$ cat config.mk
export PLATFORM = sky130hd
export DESIGN_NAME = nord_arith_seq
export DESIGN_NICKNAME = d
export VERILOG_FILES = /design/src/rtl/nord_arith_seq.sv
export SDC_FILE = /design/constraint.sdc
export NUM_CORES = 1
export LEC_CHECK = 0
export CAP_MARGIN = 20
export CORE_ASPECT_RATIO = 1.4
export CORE_MARGIN = 2
export CORE_UTILIZATION = 45
export CTS_CLUSTER_SIZE = 40
export DETAILED_ROUTE_END_ITERATION = 10
export PLACE_DENSITY = 0.67
export SYNTH_ARGS = -nofsm -noshare
export SYNTH_HDL_FRONTEND = slang
export SYNTH_SLANG_ARGS = --single-unit
$ cat constraint.sdc
create_clock -name clk -period 16.75 [get_ports clk]
set_input_delay 3.35 -clock clk [delete_from_list [all_inputs] [get_ports clk]]
set_output_delay 3.35 -clock clk [all_outputs]
set_load 0.03 [all_outputs]
$ cat src/rtl/nord_arith_seq.sv
// nord_arith_seq: 181-style ALU with A/AC/SH registers and a multi-cycle shift/rotate/multiply sequencer.
// Define ARITH_OVF_EN to add the OVF output (signed overflow of the arithmetic-mode result).
module nord_arith_seq #(
   parameter int unsigned WIDTH = 16,
   parameter int unsigned CNTW  = 6
) (
   input  logic             clk,
   input  logic             MCL,
   input  logic [WIDTH-1:0] AA,
   input  logic [WIDTH-1:0] BB,
   input  logic             AKL,
   input  logic             ACKL,
   input  logic [1:0]       SL,
   input  logic             M,
   input  logic [3:0]       S,
   input  logic             C,
   input  logic [2:0]       SEQ_OP,
   input  logic [CNTW-1:0]  SEQ_CNT,
   input  logic             SEQ_GO,
   output logic [WIDTH-1:0] SUM,
   output logic             CO,
   output logic             ZERO,
   output logic [WIDTH-1:0] AC,
   output logic [WIDTH-1:0] SH,
   output logic             BUSY,
   output logic             DONE
`ifdef ARITH_OVF_EN
   ,
   output logic             OVF
`endif
);

   typedef enum logic [1:0] {
      IDLE,
      RUN,
      FIN
   } state_t;

   typedef enum logic [2:0] {
      OP_NOP,
      OP_SHL,
      OP_SHR,
      OP_SHRA,
      OP_ROL,
      OP_MUL,
      OP_LDSH,
      OP_RSV
   } seq_op_t;

   state_t             state, state_next;
   seq_op_t            op_in, op_reg;
   logic [WIDTH-1:0]   a_reg, ac_reg, sh_reg;
   logic [CNTW-1:0]    cnt_reg;

   logic [WIDTH-1:0]   b_op, x_op, logic_res;
   logic               cin;
   logic [WIDTH:0]     arith;

   logic [2*WIDTH-1:0] pair, pair_step;
   logic [WIDTH:0]     mul_t;

   assign op_in = seq_op_t'(SEQ_OP);
   assign AC    = ac_reg;
   assign SH    = sh_reg;
   assign BUSY  = (state == RUN);
   assign DONE  = (state == FIN);

   // ALU: operand select, arithmetic path and logic path
   always_comb begin
      b_op = '0;
      case (SL)
         2'd0:    b_op = BB;
         2'd1:    b_op = sh_reg;
         2'd2:    b_op = ac_reg;
         default: b_op = '0;
      endcase

      x_op = '0;
      case (S[1:0])
         2'd0:    x_op = '1;
         2'd1:    x_op = a_reg;
         2'd2:    x_op = ~a_reg;
         default: x_op = '0;
      endcase

      cin = 1'b0;
      case (S[3:2])
         2'd1:    cin = C;
         2'd3:    cin = 1'b1;
         default: cin = 1'b0;
      endcase

      arith = {1'b0, b_op} + {1'b0, x_op} + {{WIDTH{1'b0}}, cin};

      logic_res = '0;
      case (S)
         4'h0:    logic_res = ~b_op;
         4'h1:    logic_res = ~(a_reg & b_op);
         4'h2:    logic_res = ~b_op | a_reg;
         4'h3:    logic_res = '1;
         4'h4:    logic_res = ~(a_reg | b_op);
         4'h5:    logic_res = ~a_reg;
         4'h6:    logic_res = ~(a_reg ^ b_op);
         4'h7:    logic_res = a_reg | ~b_op;
         4'h8:    logic_res = a_reg & ~b_op;
         4'h9:    logic_res = a_reg ^ b_op;
         4'hA:    logic_res = a_reg;
         4'hB:    logic_res = a_reg | b_op;
         4'hC:    logic_res = '0;
         4'hD:    logic_res = b_op & ~a_reg;
         4'hE:    logic_res = a_reg & b_op;
         default: logic_res = b_op;
      endcase

      SUM  = M ? logic_res : arith[WIDTH-1:0];
      CO   = M ? 1'b0 : arith[WIDTH];
      ZERO = (SUM == '0);
   end

`ifdef ARITH_OVF_EN
   // carry into the MSB recovered from the MSB sum bit and its two operand bits
   assign OVF = M ? 1'b0
                  : ((arith[WIDTH-1] ^ b_op[WIDTH-1] ^ x_op[WIDTH-1]) ^ arith[WIDTH]);
`endif

   // one sequencer step on the {AC,SH} pair
   always_comb begin
      pair      = {ac_reg, sh_reg};
      mul_t     = {1'b0, ac_reg} + (sh_reg[0] ? {1'b0, a_reg} : {(WIDTH+1){1'b0}});
      pair_step = pair;
      case (op_reg)
         OP_SHL:  pair_step = {pair[2*WIDTH-2:0], 1'b0};
         OP_SHR:  pair_step = {1'b0, pair[2*WIDTH-1:1]};
         OP_SHRA: pair_step = {pair[2*WIDTH-1], pair[2*WIDTH-1:1]};
         OP_ROL:  pair_step = {pair[2*WIDTH-2:0], pair[2*WIDTH-1]};
         OP_MUL:  pair_step = {mul_t, sh_reg[WIDTH-1:1]};
         default: pair_step = pair;
      endcase
   end

   always_ff @(posedge clk or posedge MCL) begin
      if (MCL) begin
         state <= IDLE;
      end else begin
         state <= state_next;
      end
   end

   always_comb begin
      state_next = state;
      case (state)
         IDLE: begin
            if (SEQ_GO) begin
               case (op_in)
                  OP_SHL, OP_SHR, OP_SHRA, OP_ROL:
                     state_next = (SEQ_CNT != '0) ? RUN : FIN;
                  OP_MUL:  state_next = RUN;
                  default: state_next = FIN;
               endcase
            end
         end
         RUN: begin
            if (cnt_reg == CNTW'(1)) begin
               state_next = FIN;
            end
         end
         FIN:     state_next = IDLE;
         default: state_next = IDLE;
      endcase
   end

   // Register loads happen outside RUN; in IDLE a same-cycle ACKL lands before the first
   // step, except that MUL's accumulator clear takes precedence.
   always_ff @(posedge clk or posedge MCL) begin
      if (MCL) begin
         a_reg   <= '0;
         ac_reg  <= '0;
         sh_reg  <= '0;
         cnt_reg <= '0;
         op_reg  <= OP_NOP;
      end else begin
         if (state != RUN) begin
            if (AKL) begin
               a_reg <= AA;
            end
            if (ACKL) begin
               ac_reg <= SUM;
            end
         end
         if ((state == IDLE) && SEQ_GO) begin
            op_reg <= op_in;
            case (op_in)
               OP_SHL, OP_SHR, OP_SHRA, OP_ROL: cnt_reg <= SEQ_CNT;
               OP_MUL: begin
                  cnt_reg <= CNTW'(WIDTH);
                  ac_reg  <= '0;
               end
               OP_LDSH: sh_reg <= SUM;
               default: ;
            endcase
         end
         if (state == RUN) begin
            ac_reg  <= pair_step[2*WIDTH-1:WIDTH];
            sh_reg  <= pair_step[WIDTH-1:0];
            cnt_reg <= cnt_reg - CNTW'(1);
         end
      end
   end

endmodule

After elaboration in Yosys (flattened, before gate mapping):

Cells that the tools add are included.
W data, S select, Z words.

* add/subtract/negate cells: 4
* eq/ne operators: 40
* multiplexer cells: 24
* bitwise operators: 11
* reduce and logical (&&, ||, !) cells: 17

Operators with widths (count)
* $pmux W16 S14: 1
* $mux W16: 10
* $pmux W32 S5: 1
* $pmux W16 S3: 2
* $not A16 Y16: 5
* $and A16 B16 Y16: 3
* $add A16 B16 Y17: 2
* $or A16 B16 Y16: 2
* $eq A4 B4 Y1 const B: 7
* $add A17 B1 Y17: 1
* $eq A4 B3 Y1 const B: 4
* $logic_not A16 Y1: 1
* $xor A16 B16 Y16: 1
* $eq A3 B3 Y1 const B: 5
* $eq A3 B2 Y1 const B: 4
* $mux W6: 2
* $pmux W6 S2: 1
* $eq A2 B1 Y1 const B: 4
* $eq A2 B2 Y1 const B: 4
* $eq A4 B2 Y1 const B: 2
* $pmux W2 S2: 2
* $reduce_and A2 Y1: 4
* $eq A3 B1 Y1 const B: 2
* $eq A6 B1 Y1 const B: 1
* other kinds (18): 25

* bits in registers: 59
* input bits: 54
* output and inout bits: 52
* word-level logic and storage cells: 103

Depth between registers and ports, before layout:

* depth after elaboration: 11
* gate-level depth with buffers: 19
* gate-level depth less buffers: 13

Least setup slack after synthesis:

No wires, ideal clock.

* kind: input -> output
* start: in S[1]
* end: out ZERO
* data arrival time: 7.640 ns
* data required time: 13.400 ns
* path slack: 5.760 ns
* stages on the path: 19
* path buffers: 7
* path through: buf_6 buf_6 buf_6 buf_6 buf_6 buf_2 clkbuf_1 mux2i_1 fa_1 inv_1 fa_1 nor2b_1 o2111ai_1 a31oi_1 a2111oi_0 a221oi_1 nor3_1 nand4bb_1 nor4bb_1

* word-level cells in the longest chain between the ends: 6
* elaborated cells on any way between the ends: 25
* classes of those cells: add/sub (2); eq/ne (16); mux (3); reduce/logical (4)

RTL lines
* start: declaration: RTL line 15 `input logic [3:0] S,`
* $eq A2 B2 Y1, or another cell as far along: RTL line 79 `case (S[1:0])`
* $pmux W16 S3: RTL line 79
* $add A16 B16 Y17: RTL line 93 `arith = {1'b0, b_op} + {1'b0, x_op} + {{WIDTH{1'b0}}, cin};`
* $add A17 B1 Y17: RTL line 93
* $mux W16 *: RTL line 115 `SUM = M ? logic_res : arith[WIDTH-1:0];`
* net SUM[10]: RTL line 20 `output logic [WIDTH-1:0] SUM,`
* $logic_not A16 Y1 *: RTL line 117 `ZERO = (SUM == '0);`
* end: declaration: RTL line 22 `output logic ZERO,`

Mark *: on every way through the listed nets, which the timed path passes. The rest lies on a longest branch.

Worst setup path in the final report:

* start: in SL[0]
* end: out ZERO

* word-level cells in the longest chain between the ends: 7
* elaborated cells on any way between the ends: 19
* classes of those cells: add/sub (2); eq/ne (2); mux (3); bitwise (10); reduce/logical (2)

RTL lines
* start: declaration: RTL line 13 `input logic [1:0] SL,`
* $eq A2 B2 Y1, or another cell as far along: RTL line 71 `case (SL)`
* $pmux W16 S3 *: RTL line 71
* branches (longest 3 deep; another with $add A16 B16 Y17)
* $mux W16 *: RTL line 115
* $logic_not A16 Y1 *: RTL line 117

Every way passes the cells marked *.

==> reports/metrics.yaml <==
async_flop_share_pct: 100.0
cts_root_buffer: "clkbuf_16"
cts_buffer_depth: 2
synth.net_count: 1231
endpoint: "ZERO"
p_clk_share_pct: 10.2
hold_slack_ps: 510.4
area_growth_pct: 15.75
start_util_pct: 45.98
grt_pass1_wl_um: 47440
reg2regPathDepth: 11
cts_tree: "done"
ys_seq_elements: 59
hold_path_depth: 1
die_w_um: 120.5
status: "complete, no violations"
critical_path_class: "input port to primary output"
routed_via_density: 6.434
grt_max_degree: 91
htreeDepth: 3
p_int_uw: 855.6
cp-startpoint: "SL[0]"
drt_iter0_drc: 635
numClockSinks: 59
rows: 59
dr_total_vias: 8885
p_seq_share_pct: 20.5
cellPowerDensity_nw_per_um2: 186.8
rsz0062_at_grt: "no"
hpwlAfterDp_um: 22510
drt_wl_total_um: 30650
hold_viol: 0
final.setup_skew_ps: 8.974
post-place-ws_ps: 4624
fin_nets: 1288
slew_headroom_pct: 32.54
hold_class: "flip-flop to flip-flop"
yosys_warnings: 0
min_period_ps: 12130
die_height_um: 167.1
setup_tns_ps: 0
netlist_instances: 1075
required_ps: 13400
first_pass_iters: 8
period_share_pct: 72.44
clk_pin_slew_ps: 50
rr_startpoint: "AC[1]$_DFFE_PP0P_"
gp_congestion: 0.9509
hold_buffers: 0
syn_area_um2: 8553
reg2reg_to: "AC[13]$_DFFE_PP0P_"
overflow: 0
ys.flop_type: "dfrtp_1"
fin_ws_ps: 4616
coreArea_um2: 18600
yosysSeqAreaShare_pct: 17.26
avgSynthCellArea_um2: 7.956
p_sw_uw: 993.7
grtUsageTotal_pct: 29.88
cts_buffers: 9
start_kind: "input port"
critPathMaxFanout: 20
final_layout_size_suffix_gt1_share_pct: 6.508
max_cap_viol_count: 0
die-area_um2: 20140
io_buffers: 105
clk_latency_ps: 340
antenna_cells: 0
antenna_found_initial: 0
cts.repair.resized: 0
num_io_pins: 106
post_cts_buffers: 0
setup_viol: 0
finalPower_uw: 1849
post_drt_wl_per_cell_um: 22.20
arrival_ps: 8780
tightest_slew_ps: 1001
maxSlewViolCount: 0
peakVddDrop_uv: 160.4
r2r_setup_slack_ps: 12900
ys_types: 80
synth-edff-count: 0
swShare_pct: 53.73
drc: 0
ant_nets: 0
grt_pass1_vias: 8843
pwr-share-comb_pct: 69.3
power_leakage_uw: 0.004160
fmaxAchievable_ghz: 0.08242
end_kind: "primary output"
[through the flow]
| step | instance area, µm² | instances | utilization [%] |
|---|---|---|---|
| finish | 9901 | 1381 | 53.22 |
| global route | 9901 | 1381 | 53.22 |
| CTS | 9901 | 1381 | 53.22 |
| floorplan | 8553 | 1075 | - |
| global placement | 9605 | 1365 | 51.63 |
| detailed placement | 9605 | 1365 | 51.63 |
[layout by cell type (no fill, tap or decap), drive strengths merged, types with 11 or more instances in the layout]
cell type      instances
nor2                  63
and2                  22
o21ai                 88
nand2                 91
inv                   59
a221oi                15
mux2i                 42
mux2                  22
xnor2                 13
a31oi                 11
nand2b                19
dfrtp                 59
nand3                 23
a22oi                 25
a221o                 17
buf                   19
nor2b                 12
o22ai                 20
clkdlybuf4s50        101
clkbuf                11
a21oi                 67
ha                    99
nor3                  24
[logic make-up (layout without fill, tap and decap cells)]
family                     count (synthesis)  after routing  synth area share, %
AOI/OAI and AO/OA                        380            380                30.71
xor gates and xnor gates                  21             21                2.150
adders and majority gates                102            102                15.18
buffers and inverters                    133            195                7.446
DFF                                       59             59                17.26
muxes                                     66             66                8.338
and+or+nand+nor                          314            314                18.91
[worst max-delay path: stages]
cell	delay, ps
clkdlybuf4s50_1	900
nor2b_2	610
o2bb2ai_1	340
fa_1	320
inv_1	70
fa_1	450
nor2b_1	210
o2111ai_1	180
a31oi_1	380
xnor2_1	170
a211oi_1	150
nor4_2	330
nand4bb_1	170
nor4bb_1	390
clkdlybuf4s50_1	740
[worst min path at each step]
stage	start	to	slack, ps
3_3_place_gp	cnt_reg[5]$_DFFE_PP0P_	cnt_reg[5]$_DFFE_PP0P_	500
6_report	cnt_reg[5]$_DFFE_PP0P_	cnt_reg[5]$_DFFE_PP0P_	510
3_5_place_dp	cnt_reg[5]$_DFFE_PP0P_	cnt_reg[5]$_DFFE_PP0P_	490
5_1_grt	cnt_reg[5]$_DFFE_PP0P_	cnt_reg[5]$_DFFE_PP0P_	530
2_1_floorplan	cnt_reg[5]$_DFFE_PP0P_	cnt_reg[5]$_DFFE_PP0P_	470
4_1_cts	cnt_reg[5]$_DFFE_PP0P_	cnt_reg[5]$_DFFE_PP0P_	510
[Yosys cell counts, types with 8 or more instances]
cell type | count | area (µm²)
o221ai_1 | 9 | 78.83
xor2_1 | 8 | 70.07
o21a_1 | 8 | 60.06
a221o_1 | 17 | 170.2
clkbuf_1 | 32 | 120.1
a21oi_1 | 66 | 330.3
o22ai_1 | 20 | 125.1
o2bb2ai_1 | 9 | 78.83
mux2_2 | 21 | 236.5
a31oi_1 | 11 | 68.82
nor3_1 | 24 | 120.1
nor3b_1 | 10 | 75.07
buf_4 | 8 | 60.06
buf_6 | 11 | 123.9
dfrtp_1 | 59 | 1476
a22oi_1 | 25 | 187.7
o31ai_1 | 10 | 75.07
nor2_1 | 63 | 236.5
and2_1 | 21 | 131.4
nand2b_1 | 18 | 112.6
buf_2 | 20 | 100.1
inv_1 | 59 | 221.5
xnor2_1 | 13 | 113.9
a221oi_1 | 14 | 122.6
mux2i_1 | 42 | 420.4
a211oi_1 | 10 | 75.07
ha_1 | 99 | 1239
nand2_1 | 91 | 341.6
o211ai_1 | 10 | 75.07
o21ai_0 | 86 | 430.4
nand3_1 | 23 | 115.1
nor2b_1 | 10 | 62.56
[layout make-up]
cell class | instances | area, µm²
clock buffer | 11 | 242.7
tap | 244 | 305.3
timing repair buffer | 120 | 1144
fill | 1818 | 8702
sequential | 59 | 1476
inverter | 59 | 221.5
clock inverter | 5 | 52.55
multi-input combinational | 883 | 6459
[metal layers]
metal  vias to the layer above  share of wire [%]  GRT usage (%)
li1                       4155                  -              -
met1                      4280                 38          34.20
met2                       359                 50          53.45
met3                        91                6.4          4.121
met4                         0                5.1          15.37
met5                         -                  0              0
[power by group through the flow]
stage | Sequential, µW | Combinational [µW] | Clock (µW)
finish | 380 | 1280 | 189
CTS | 374 | 1270 | 191
global route | 387 | 1390 | 196
detailed placement | 375 | 1260 | 0
floorplan | 374 | 840 | 0
global placement | 377 | 1250 | 0
(Power assumes the default switching activity.)
